===== config.mk =====
export PLATFORM = sky130hd
export DESIGN_NAME = data_mem_responder
export DESIGN_NICKNAME = d
export VERILOG_FILES = /design/src/rtl/data_mem_responder.sv
export SDC_FILE = /design/constraint.sdc
export NUM_CORES = 2
export LEC_CHECK = 0
export BUFFER_PORTS_ARGS = -buffer_cell sky130_fd_sc_hd__buf_2
export CAP_MARGIN = 15
export CORE_ASPECT_RATIO = 0.5
export CORE_MARGIN = 5
export CORE_UTILIZATION = 68
export CTS_CLUSTER_SIZE = 24
export DETAILED_ROUTE_END_ITERATION = 8
export PLACE_DENSITY = 0.94
export SLEW_MARGIN = 20
export SYNTH_ARGS = -nofsm -noshare
export SYNTH_HDL_FRONTEND = slang
export SYNTH_SLANG_ARGS = --single-unit
export TNS_END_PERCENT = 1

===== constraint.sdc =====
create_clock -name clk -period 7.1 [get_ports clk]
set_input_delay 0.71 -clock clk [delete_from_list [all_inputs] [get_ports clk]]
set_output_delay 0.71 -clock clk [all_outputs]
set_load 0.005 [all_outputs]

===== src/rtl/data_mem_responder.sv =====
// rtl/data_mem_responder.sv - fixed-latency data RAM responder with valid/ready request and one-cycle response pulse.
// Optional read parity checking with par_inject test port when MEM_PARITY_EN is defined.
module data_mem_responder #(
  parameter int DATA_W  = 16,
  parameter int ADDR_W  = 8,
  parameter int LATENCY = 2
) (
  input  logic              clk,
  input  logic              rst_n,
  input  logic              req_valid,
  output logic              req_ready,
  input  logic              read_write_memory,
  input  logic [ADDR_W-1:0] addr,
  input  logic [DATA_W-1:0] data_out_memory,
`ifdef MEM_PARITY_EN
  input  logic              par_inject,
`endif
  output logic [DATA_W-1:0] data_in_memory,
  output logic              resp_valid,
  output logic              resp_err
);

`ifdef MEM_PARITY_EN
  localparam int WORD_W = DATA_W + 1;
`else
  localparam int WORD_W = DATA_W;
`endif

  typedef enum logic {IDLE, BUSY} state_t;

  state_t            state, next_state;
  logic [3:0]        cnt;
  logic              accept, do_access;
  logic              lat_rw;
  logic [ADDR_W-1:0] lat_addr;
  logic [DATA_W-1:0] lat_data;
  logic [WORD_W-1:0] mem [2**ADDR_W];
  logic [WORD_W-1:0] rd_word;
  logic [WORD_W-1:0] wr_word;

  always_comb begin
    next_state = state;
    req_ready  = 1'b0;
    accept     = 1'b0;
    do_access  = 1'b0;
    case (state)
      IDLE: begin
        req_ready = 1'b1;
        if (req_valid) begin
          accept     = 1'b1;
          next_state = BUSY;
        end
      end
      BUSY: begin
        if (cnt == 4'd0) begin
          do_access  = 1'b1;
          next_state = IDLE;
        end
      end
      default: next_state = IDLE;
    endcase
  end

  always_ff @(posedge clk or negedge rst_n) begin
    if (!rst_n) begin
      state <= IDLE;
      cnt   <= 4'd0;
    end else begin
      state <= next_state;
      if (accept)
        cnt <= 4'(LATENCY - 1);
      else if (state == BUSY && cnt != 4'd0)
        cnt <= cnt - 4'd1;
    end
  end

`ifdef MEM_PARITY_EN
  logic lat_inj;
  assign wr_word = {(^lat_data) ^ lat_inj, lat_data};
`else
  assign wr_word = lat_data;
`endif

  always_ff @(posedge clk or negedge rst_n) begin
    if (!rst_n) begin
      lat_rw   <= 1'b0;
      lat_addr <= '0;
      lat_data <= '0;
`ifdef MEM_PARITY_EN
      lat_inj  <= 1'b0;
`endif
    end else if (accept) begin
      lat_rw   <= read_write_memory;
      lat_addr <= addr;
      lat_data <= data_out_memory;
`ifdef MEM_PARITY_EN
      lat_inj  <= par_inject;
`endif
    end
  end

  // RAM is not reset; reset forces IDLE, so an in-flight write never commits.
  always_ff @(posedge clk) begin
    if (do_access && lat_rw)
      mem[lat_addr] <= wr_word;
  end

  assign rd_word = mem[lat_addr];

  always_ff @(posedge clk or negedge rst_n) begin
    if (!rst_n) begin
      resp_valid     <= 1'b0;
      data_in_memory <= '0;
    end else begin
      resp_valid <= do_access;
      if (do_access && !lat_rw)
        data_in_memory <= rd_word[DATA_W-1:0];
    end
  end

`ifdef MEM_PARITY_EN
  always_ff @(posedge clk or negedge rst_n) begin
    if (!rst_n)
      resp_err <= 1'b0;
    else
      resp_err <= do_access && !lat_rw && ((^rd_word[DATA_W-1:0]) != rd_word[DATA_W]);
  end
`else
  assign resp_err = 1'b0;
`endif

endmodule


==> impl_metrics.json, run 1 <==
{
  "status": "stopped before the end",
  "stop_stage": "detailed placement (3_5_place_dp)",
  "error": "[ERROR DPL-0033] detailed placement checks failed during check placement.",
  "synthCells": 7334,
  "syn_area_mm2": 0.160,
  "start_util": 0.686,
  "gp_congestion": 0.947,
  "dp.final_hpwl_um": 306000,
  "core.rowCount": 125,
  "pin_count": 47,
  "synthArstFlopShare": 0.0113,
  "synth-edff-count": 4096,
  "ys_warn_count": 0,
  "dieWidth_um": 696,
  "syn_nets": 7363,
  "syn_area_per_cell_um2": 21.8,
  "ys_ff_latch": 4143,
  "seq_area_frac_synth": 0.777,
  "io_buffers": 45,
  "die_h_um": 353,
  "synth_ff_type": "edfxtp_1",
  "netlist-cell-type-count": 76
}
stage by stage:
stage | setup slack [ps] | instances
3_3_place_gp | 1270 | 10400
2_1_floorplan | 3110 | 7334
cell usage after synthesis, types with 5 or more instances:
cell type  number  area share
a211oi_1       15     0.00070
a21oi_1        91      0.0028
a2111oi_0       9     0.00049
a32o_1          7     0.00044
mux2i_1       338       0.021
nand4_1        14     0.00055
o211ai_1       19     0.00089
a41oi_1         5     0.00027
and2_1          5     0.00020
a31oi_1        40      0.0016
nor2_1        313      0.0074
nand2_1       333      0.0078
a32oi_1        55      0.0030
nand2b_1       10     0.00039
nor2b_1        20     0.00078
mux2_2         36      0.0025
or3b_2          5     0.00027
nor3_1         18     0.00056
buf_2         103      0.0032
a22oi_1       112      0.0053
nand3_1        60      0.0019
and3_1         10     0.00039
inv_1           6     0.00014
mux4_2        960        0.14
a22o_1          8     0.00044
clkbuf_1      134      0.0031
o22a_1         18     0.00099
nor4_1          8     0.00031
o221ai_1        6     0.00033
o21ai_0        90      0.0028
buf_1          33     0.00078
nand3b_1        6     0.00028
a221oi_1        8     0.00044
dfrtp_1        47      0.0074
or3_1           8     0.00031
buf_6          55      0.0039
buf_4         103      0.0048
edfxtp_1     4096        0.77
o22ai_1        66      0.0026
logic make-up after synthesis:
| kind of cell | share of synthesized area |
|---|---|
| buf+inv | 0.0165 |
| mux | 0.159 |
| xor+xnor | 0.0000548 |
| compound gates | 0.0249 |
| other cells | 0.0000235 |
| fa+ha+maj | 0.0000783 |
| simple gates | 0.0224 |
| flops | 0.777 |
==> run 2, diff against run 1 <==
Settings changed: CORE_ASPECT_RATIO 0.5 to not set, CORE_UTILIZATION 68 to 40, CTS_CLUSTER_SIZE 24 to not set, PLACE_DENSITY 0.94 to not set, PLACE_DENSITY_LB_ADDON set to 0.15.
==> run 2 against run 1 <==
Against the previous run: the flow now finishes without violations; synthesized area unchanged; synthesized cell count stayed put.
==> impl_metrics.json, run 2 <==
{
  "setup_viol": 0,
  "placed_area_mm2": 0.168,
  "cap_violations": 0,
  "pin_count": 47,
  "cts_tree": "built",
  "rsz0062_at_grt": "false",
  "startpoint_type": "flip-flop",
  "status": "finished, final reports clean",
  "path_max_fanout": 108,
  "arrival_ps": 6240,
  "hold_viol": 0,
  "clock_path_buffers": 4,
  "dieWidth_um": 642,
  "clk_latency_ps": 990,
  "first_iter_violations": 10200,
  "clock.fmax_ghz": 0.187,
  "synth-edff-count": 4096,
  "synthXorXnorAreaFrac": 0.0000548,
  "start_util": 0.401,
  "track_usage": 0.231,
  "synth_top_area_frac": 0.770,
  "core.rowCount": 232,
  "critPathRequiredTime_ps": 8000,
  "finalCriticalPeriod_ps": 5340,
  "seq_area_frac_synth": 0.777,
  "cts.clk_slew.worst_paths_ps": 70,
  "yosysMostFrequentCell": "edfxtp_1",
  "cts_sinks": 4143,
  "syn_area_per_cell_um2": 21.8,
  "htree_levels": 5,
  "syn_area_mm2": 0.160,
  "syn_nets": 7363,
  "antenna_left": 0,
  "cts_inserted_buffers": 436,
  "drive_above_1_share": 0.275,
  "place_inst": 12600,
  "min_path_type": "in2reg",
  "min_period_over_period": 0.752,
  "drtPass1Iterations": 7,
  "mostFrequentLayoutCells": "4,096 x edfxtp_1, 960 x mux4_2, 442 x clkbuf_16, 346 x buf_4, 338 x mux2i_1",
  "synth_ff_type": "edfxtp_1",
  "skew_ps": 70.2,
  "synthTopCellsByArea": "edfxtp_1 77%, mux4_2 14%, mux2i_1 2.1%",
  "hold_slack_ps": 70.0,
  "route.detailed.drc": 0,
  "grt_max_degree": 193,
  "dp.final_hpwl_um": 294000,
  "synth_top_family_by_area": "multiplexers",
  "core-area_mm2": 0.399,
  "netlist_top_cells_count": "4,096 x edfxtp_1, 960 x mux4_2, 338 x mux2i_1",
  "antenna_found_initial": 44,
  "drv_slew": 0,
  "via_per_inst": 5.96,
  "vias": 80100,
  "yosys.area_share.adder": 0.0000783,
  "post-cts-setup-buffers": 0,
  "layout_commonest_cell": "edfxtp_1",
  "gp_congestion": 0.843,
  "io_buffers": 45,
  "grt_pass1_vias": 80000,
  "yosys.area_share.simple": 0.0224,
  "largest_register_ffs": 4096,
  "layout.nets": 7820,
  "fin_area_mm2": 0.182,
  "grt_pass1_wl_um": 672000,
  "dieArea_mm2": 0.412,
  "power_mw": 75.9,
  "synthCells": 7334,
  "largest-register": "mem",
  "grt_overflow": 0,
  "drt-total-wl_um": 487000,
  "ys_ff_latch": 4143,
  "routedWlPerCell_um": 36.3,
  "muxShareOfSynthArea": 0.159,
  "maxSlewHeadroom": 0.0759,
  "yosysTopAreaCell": "edfxtp_1",
  "largestRegisters": "mem: 4096 flops, data_in_memory: 16 flops, lat_data: 16 flops",
  "final_cells": 13400,
  "cp-end-kind": "flip-flop",
  "tightest_slew_ps": 1380,
  "max-vdd-ir-drop_mv": 0.324,
  "die_h_um": 642,
  "syn_to_final_growth_pct": 14.2,
  "fin_setup_tns_ps": 0,
  "synthArstFlopShare": 0.0113,
  "ys_warn_count": 0,
  "leakagePower_nw": 56.9,
  "netlist-cell-type-count": 76,
  "clock-root-buffer": "clkbuf_16",
  "critPathKind": "reg2reg",
  "power.density_mw_per_mm2": 416,
  "synth_compound_gate_area_share": 0.0249
}
## run 2: cell counts after synthesis
Identical to the previous run, type by type.
## run 2: through the flow
step | setup WS, ps | utilization
5_1_grt | 1660 | 0.458
4_1_cts | 1890 | 0.458
3_3_place_gp | 1470 | 0.421
2_1_floorplan | 3110 | -
6_report | 1760 | 0.458
3_5_place_dp | 1940 | 0.422
## run 2: layout make-up
class | instances | area, um2
Fill cell | 33200 | 216000
Sequential cell | 4143 | 124000
Multi-Input combinational cell | 2752 | 33800
Clock buffer | 560 | 11600
Tap cell | 5265 | 6590
Timing Repair Buffer | 451 | 3810
Clock inverter | 243 | 2330
Inverter | 7 | 38.8
Antenna cell | 12 | 30.0
## run 2: cell families (layout without fill, tap and decap cells)
family | count (synthesis) | count (layout)
flip-flops | 4143 | 4143
multiplexers | 1336 | 1336
AND/OR/NAND/NOR | 832 | 832
AO/OA/AOI/OAI | 581 | 581
buffers and inverters | 439 | 1261
adder cells (fa/ha/maj) | 1 | 1
other | 1 | 13
XOR/XNOR | 1 | 1
## run 2: worst max-delay path, stage by stage (launching register included)
cell	delay [ps]
dfrtp_4	1080
buf_12	610
buf_4	590
mux4_2	320
mux2i_1	70
a22oi_1	260
a21oi_1	170
or3_1	570
nor3_1	1130
o31a_1	200
## run 2: worst paths after layout
check,startpoint,endpoint,slack [ps],cells after the start
max,lat_addr[1]$_DFFE_PN0P_,data_in_memory[1]$_DFFE_PN0P_,1760,9
min,addr[2],lat_addr[2]$_DFFE_PN0P_,70,3
max reg2reg,lat_addr[1]$_DFFE_PN0P_,data_in_memory[1]$_DFFE_PN0P_,1760,9
min reg2reg,cnt[0]$_DFFE_PN0P_,cnt[0]$_DFFE_PN0P_,520,1
max in group asynchronous,rst_n,lat_addr[5]$_DFFE_PN0P_,5730,2
min in group asynchronous,rst_n,cnt[2]$_DFFE_PN0P_,410,2
## run 2: metal layers
layer / GRT usage / share of wire
met1: 0.332 / 0.42
met4: 0.0808 / 0.039
met2: 0.360 / 0.47
met5: 0 / 0.00018
met3: 0.0388 / 0.078
## run 2: what timing repair did
action | CTS | global route
endpoints found under the hold margin | 69 | 0
gates resized for setup | 0 | 0
hold buffers | 23 | 0
## run 2: power breakdown
group	internal (mW)	switching [mW]
registers	30.4	1.33
logic	7.12	14.8
clock network	12.8	9.51
total	50.3	25.6
Power figures use the tool's default switching activity.
